==> config.mk <==
export PLATFORM = sky130hd
export DESIGN_NAME = mem_arbiter
export DESIGN_NICKNAME = d
export VERILOG_FILES = /design/src/rtl/mem_arbiter_pkg.sv /design/src/rtl/rr_pick2.sv /design/src/rtl/mem_arbiter.sv
export SDC_FILE = /design/constraint.sdc
export NUM_CORES = 1
export LEC_CHECK = 0
export CORE_ASPECT_RATIO = 1.2
export CORE_UTILIZATION = 30
export CTS_CLUSTER_DIAMETER = 30
export DETAILED_ROUTE_END_ITERATION = 8
export PLACE_DENSITY_LB_ADDON = 0.3
export RECOVER_POWER = 100
export SETUP_SLACK_MARGIN = 0.05
export SLEW_MARGIN = 15
export SYNTH_ARGS = -nofsm -noshare
export SYNTH_HDL_FRONTEND = slang
export SYNTH_SLANG_ARGS = --single-unit
==> constraint.sdc <==
create_clock -name clock -period 1.38 [get_ports clock]
set_input_delay 0.276 -clock clock [delete_from_list [all_inputs] [get_ports clock]]
set_output_delay 0.276 -clock clock [all_outputs]
set_load 0.01 [all_outputs]
==> src/rtl/mem_arbiter_pkg.sv <==
// Shared types for the memory-port arbiter: owner states, read-return tags,
// default bus widths and the grant-to-owner decode.
package mem_arbiter_pkg;

    localparam int unsigned MEM_ADDR_W = 8;
    localparam int unsigned MEM_DATA_W = 8;

    typedef enum logic [1:0] {
        OWN_IDLE = 2'b00,
        OWN_A    = 2'b01,
        OWN_B    = 2'b10
    } owner_e;

    typedef enum logic {
        TAG_A = 1'b0,
        TAG_B = 1'b1
    } port_tag_e;

    typedef struct packed {
        logic      valid;
        port_tag_e port;
    } rd_tag_t;

    // One-hot grant {B, A} to the owner it establishes.
    function automatic owner_e owner_of(input logic [1:0] gnt);
        case (gnt)
            2'b01:   return OWN_A;
            2'b10:   return OWN_B;
            default: return OWN_IDLE;
        endcase
    endfunction

endpackage

==> src/rtl/rr_pick2.sv <==
// Combinational two-way round-robin picker: one-hot grant {B, A} from the
// requests, the last-granted pointer and a burst-hold request.
module rr_pick2 (
    input  logic [1:0] req,
    input  logic       last_b,
    input  logic       hold,
    output logic [1:0] gnt
);

    logic pick_b;

    always_comb begin
        gnt    = '0;
        // On a tie the last winner keeps the port only while hold is asserted.
        pick_b = hold ? last_b : ~last_b;
        case (req)
            2'b01:   gnt = 2'b01;
            2'b10:   gnt = 2'b10;
            2'b11:   gnt = pick_b ? 2'b10 : 2'b01;
            default: gnt = '0;
        endcase
    end

endmodule

==> src/rtl/mem_arbiter.sv <==
// Two-port round-robin arbiter for the shared synchronous memory port.
// Optional owner bursting on ties is enabled by defining MEM_ARB_BURST_EN.
module mem_arbiter
    import mem_arbiter_pkg::*;
#(
    parameter int unsigned ADDR_W    = MEM_ADDR_W,
    parameter int unsigned DATA_W    = MEM_DATA_W,
    parameter int unsigned READ_LAT  = 1,
    parameter int unsigned MAX_BURST = 4
) (
    input  logic              clock,
    input  logic              reset,
    input  logic              a_req,
    input  logic              a_write,
    input  logic [ADDR_W-1:0] a_addr,
    input  logic [DATA_W-1:0] a_wdata,
    output logic              a_gnt,
    output logic [DATA_W-1:0] a_rdata,
    output logic              a_rvalid,
    input  logic              b_req,
    input  logic              b_write,
    input  logic [ADDR_W-1:0] b_addr,
    input  logic [DATA_W-1:0] b_wdata,
    output logic              b_gnt,
    output logic [DATA_W-1:0] b_rdata,
    output logic              b_rvalid,
    output logic [ADDR_W-1:0] address,
    output logic [DATA_W-1:0] to_mem,
    output logic              mem_write,
    input  logic [DATA_W-1:0] from_mem
);

    owner_e    state_q, state_d;
    logic      last_b_q, last_b_d;
    logic [1:0] pick;
    logic      burst_hold;
    logic      issue_read;
    rd_tag_t   rd_pipe [READ_LAT];
    rd_tag_t   rd_ret;

    rr_pick2 u_pick (
        .req    ({b_req, a_req}),
        .last_b (last_b_q),
        .hold   (burst_hold),
        .gnt    (pick)
    );

`ifdef MEM_ARB_BURST_EN
    localparam int unsigned BEAT_W = $clog2(MAX_BURST + 1);

    logic [BEAT_W-1:0] beats_q;

    assign burst_hold = (state_q != OWN_IDLE) && (beats_q < BEAT_W'(MAX_BURST));

    // Counts consecutive grants to the current owner, saturating at MAX_BURST.
    always_ff @(posedge clock) begin
        if (reset) begin
            beats_q <= '0;
        end else if (pick == 2'b00) begin
            beats_q <= '0;
        end else if (state_d != state_q) begin
            beats_q <= BEAT_W'(1);
        end else if (beats_q < BEAT_W'(MAX_BURST)) begin
            beats_q <= beats_q + BEAT_W'(1);
        end
    end
`else
    logic unused_max_burst;

    assign burst_hold       = 1'b0;
    assign unused_max_burst = ^MAX_BURST;
`endif

    always_ff @(posedge clock) begin
        if (reset) begin
            state_q  <= OWN_IDLE;
            last_b_q <= 1'b1;
        end else begin
            state_q  <= state_d;
            last_b_q <= last_b_d;
        end
    end

    always_comb begin
        state_d  = owner_of(pick);
        last_b_d = last_b_q;
        if (state_d == OWN_A) begin
            last_b_d = 1'b0;
        end else if (state_d == OWN_B) begin
            last_b_d = 1'b1;
        end
    end

    // Issue stage: the winner's request is registered onto the memory port.
    always_ff @(posedge clock) begin
        if (reset) begin
            a_gnt     <= 1'b0;
            b_gnt     <= 1'b0;
            mem_write <= 1'b0;
            address   <= '0;
            to_mem    <= '0;
        end else begin
            a_gnt     <= pick[0];
            b_gnt     <= pick[1];
            mem_write <= (pick[0] & a_write) | (pick[1] & b_write);
            if (pick[0]) begin
                address <= a_addr;
                to_mem  <= a_wdata;
            end else if (pick[1]) begin
                address <= b_addr;
                to_mem  <= b_wdata;
            end
        end
    end

    assign issue_read = (a_gnt | b_gnt) & ~mem_write;

    always_ff @(posedge clock) begin
        if (reset) begin
            for (int unsigned i = 0; i < READ_LAT; i++) begin
                rd_pipe[i] <= '0;
            end
        end else begin
            rd_pipe[0] <= '{valid: issue_read, port: (b_gnt ? TAG_B : TAG_A)};
            for (int unsigned i = 1; i < READ_LAT; i++) begin
                rd_pipe[i] <= rd_pipe[i-1];
            end
        end
    end

    assign rd_ret   = rd_pipe[READ_LAT-1];
    assign a_rvalid = rd_ret.valid && (rd_ret.port == TAG_A);
    assign b_rvalid = rd_ret.valid && (rd_ret.port == TAG_B);
    assign a_rdata  = a_rvalid ? from_mem : '0;
    assign b_rdata  = b_rvalid ? from_mem : '0;

endmodule

==> run summary <==
* Worst Clk Skew: 0.003303 ns
* part of the total power dissipated in sequential elements: 0.450
* Int Power: 1.166 mW
* Syn. warnings: 0
* die span in y: 70.59 um
* RSZ-0062 raised after global routing: yes
* Site Rows: 24
* final WL: 3367 um
* Switching Share: 0.2604
* Max IR drop VDD: 0.4193 mV
* post-route worst setup slack: 0.009200 ns
* syn_nets: 186
* core area: 3694 um^2
* global-route wire length before repair: 5630 um
* post-placement worst setup slack: -0.3528 ns
* leading area contributor after synthesis: sky130_fd_sc_hd__dfxtp_1
* portion of total power attributed to the clock network: 0.245
* number of hold buffers added after CTS: 0
* worst slew margin relative to its limit: 0.6783
* post-layout util: 0.5684
* Routed wire per std cell: 11.98 um
* latest clock arrival within the worst-skew pair: 0.25 ns
* Synth area leaders: sky130_fd_sc_hd__dfxtp_1 (37%), sky130_fd_sc_hd__a311oi_2 (8.9%), sky130_fd_sc_hd__o221a_1 (8.6%)
* # H-tree levels: 1
* Initial DRC Count: 40
* sinks on the clock net: 22
* Max Transition Viols Final: 0
* die extent in x: 59.16 um
* number of diodes: 0
* number of nets in the layout: 277
* post-DP HPWL: 2498 um
* clk slew on worst S/H paths: 0.08 ns
* post-layout minimum cycle time: 1.371 ns
* maximum number of pins on one net before global-route repair: 23
* count of nets left with antenna violations after detail routing: 0
* total clock buffers created by CTS: 3
* Psw: 0.4105 mW
* antenna violations before repair: 0
* detailed-routing iteration count for the pre-antenna-repair pass: 6
* static leakage power: 0.9866 nW
* clock tree from TritonCTS: built
* buffers added on ports: 82
* overall power after layout: 1.577 mW
* detailed-route vias per instance: 4.658
* maximum capacitance violations: 0
* post-synthesis to final-layout area growth: 78.51%
* clock root buffer master: sky130_fd_sc_hd__clkbuf_8
* Finish-stage setup viols: 0
* required time of the critical path: 1.10 ns
* Remaining Overflow, GRT: 0
* Layout Cell Area excl Fill: 2100 um^2
* number of top-level pins: 83
* postcts setup bufs: 0
* Residual DRC: 0
* combinational power share: 0.305
* effective utilization at floorplan: 0.3184
* arrival time worst endpoint: 1.09 ns
* status: finished clean
* flop and latch count out of synthesis: 22
* classification of the worst setup path: reg -> out
* share of the synthesized area in the top cell type: 0.3745
* global-route total usage across every layer: 0.1698
* synthesized netlist cell count: 140
* hold violation total from the final report: 0
* Critical Path Sink Type: output pin
* count of cell types in the netlist: 25
* Slew @ Worst Pin: 0.4825 ns
* Die Outline Area: 4176 um^2
* sequential element share of the synthesized area: 0.3745
* layout cell share with drive strength beyond 1: 0.1834
* maximum fanout encountered on the critical timing path: 5
* average cell area after synthesis: 8.401 um^2
* Highest Clock Rate: 729.5 MHz
* Min-Delay Path Class: reg -> reg
* netlist area before placement: 1176 um^2
* Setup TNS: 0 ns
* total number of vias: 1,309
* number of global-route vias before repair: 1,313
* startpoint class of the critical path: register
* maximum buffer depth of the clock tree: 2
* global placement routability congestion: 0.7113
* ratio of total power to cell area: 750.9 nW/um^2
* share of the clock period used by the worst path: 0.9933
* total placed instance area: 2132 um^2
==> power by group through the flow <==
stage	logic, mW	clock network (mW)	registers, mW
after floorplan	0.189	0	0.749
after global placement	0.513	0	0.728
after CTS	0.489	0.406	0.712
final	0.481	0.386	0.710
after detailed placement	0.521	0	0.725
after global routing	0.526	0.431	0.718
==> cells by family (layout without fill, tap and decap cells) <==
kind of cell           Yosys count  after routing  synth area share
and+or+nand+nor                 59             59            0.2404
AOI/OAI and AO/OA               38             38            0.2883
DFF                             22             22            0.3745
buffers and inverters           21            110           0.09679
==> cell usage in the layout (no fill, tap or decap), types with 9 or more instances in the layout <==
master,netlist,final
sky130_fd_sc_hd__a31oi_1,9,9
sky130_fd_sc_hd__buf_6,2,11
sky130_fd_sc_hd__nor2_1,18,18
sky130_fd_sc_hd__o221a_1,9,9
sky130_fd_sc_hd__buf_4,2,9
sky130_fd_sc_hd__dlygate4sd2_1,0,21
sky130_fd_sc_hd__nand2_1,16,16
sky130_fd_sc_hd__dfxtp_1,22,20
sky130_fd_sc_hd__a21oi_1,10,10
sky130_fd_sc_hd__clkdlybuf4s50_1,0,42
sky130_fd_sc_hd__inv_1,9,9
==> layout make-up <==
cell class / instances / area (um^2)
Inverter: 9 / 33.78
Clock buffer: 3 / 41.29
Sequential cell: 22 / 445.4
Fill cell: 370 / 1594
Timing Repair Buffer: 98 / 898.4
Tap cell: 52 / 65.06
Multi-Input combinational cell: 97 / 615.6
==> worst max-delay path, cell delays in order (launching register included) <==
cell	delay [ns]
sky130_fd_sc_hd__dfxtp_4	0.36
sky130_fd_sc_hd__nor2b_4	0.13
sky130_fd_sc_hd__buf_6	0.12
sky130_fd_sc_hd__and2_4	0.14
sky130_fd_sc_hd__buf_6	0.09
==> sequential cells by signal (all words and copies together) (netlist names) <==
name	flops
rd_pipe	2
last_b_q	1
mem_write	1
a_gnt	1
address	8
to_mem	8
b_gnt	1
==> path summary, 6_finish.rpt <==
| check | from | to | slack [ns] | cells after the start |
|---|---|---|---|---|
| max | rd_pipe[0][0] | a_rdata[7] | 0.009 | 4 |
| min | mem_write | rd_pipe[0][1] | 0.41 | 1 |
| max reg2reg | last_b_q | address[1] | 0.30 | 4 |
| min reg2reg | mem_write | rd_pipe[0][1] | 0.41 | 1 |
==> timing repair <==
item / 4_1_cts / 5_1_grt
setup endpoints to repair: 44 / 23
gates resized for setup: 104 / 14
pin swaps: 0 / 5
gates cloned: 1 / 0
==> layer usage <==
metal | vias to the layer above | part of all wire | track usage
li1 | 674 | - | -
met1 | 572 | 0.43 | 0.2059
met2 | 63 | 0.49 | 0.3068
met3 | 0 | 0.082 | 0.03839
met4 | 0 | 0 | 0.02381
met5 | - | 0 | 0
==> through the flow <==
step,hold WS [ns],std cells
floorplan,0.4120,140
global placement,0.4160,277
detailed placement,0.4188,277
CTS,0.4208,281
global route,0.4624,281
finish,0.4137,281
==> cell usage after synthesis <==
master / n
sky130_fd_sc_hd__clkbuf_1: 5
sky130_fd_sc_hd__buf_4: 2
sky130_fd_sc_hd__nand2_1: 16
sky130_fd_sc_hd__inv_1: 9
sky130_fd_sc_hd__and2_1: 9
sky130_fd_sc_hd__a31oi_1: 9
sky130_fd_sc_hd__and3_1: 8
sky130_fd_sc_hd__a311oi_2: 7
sky130_fd_sc_hd__buf_6: 2
sky130_fd_sc_hd__nor2_1: 18
sky130_fd_sc_hd__nand2b_1: 1
sky130_fd_sc_hd__o221a_1: 9
sky130_fd_sc_hd__nand3_1: 1
sky130_fd_sc_hd__buf_1: 1
sky130_fd_sc_hd__or2_1: 1
sky130_fd_sc_hd__nor2b_1: 3
sky130_fd_sc_hd__nor3_1: 1
sky130_fd_sc_hd__buf_8: 1
sky130_fd_sc_hd__o21ai_0: 1
sky130_fd_sc_hd__buf_2: 1
sky130_fd_sc_hd__nor3b_1: 1
sky130_fd_sc_hd__a21boi_2: 1
sky130_fd_sc_hd__a21bo_1: 1
sky130_fd_sc_hd__a21oi_1: 10
sky130_fd_sc_hd__dfxtp_1: 22
Note: power is estimated with default switching activity, not from simulation.
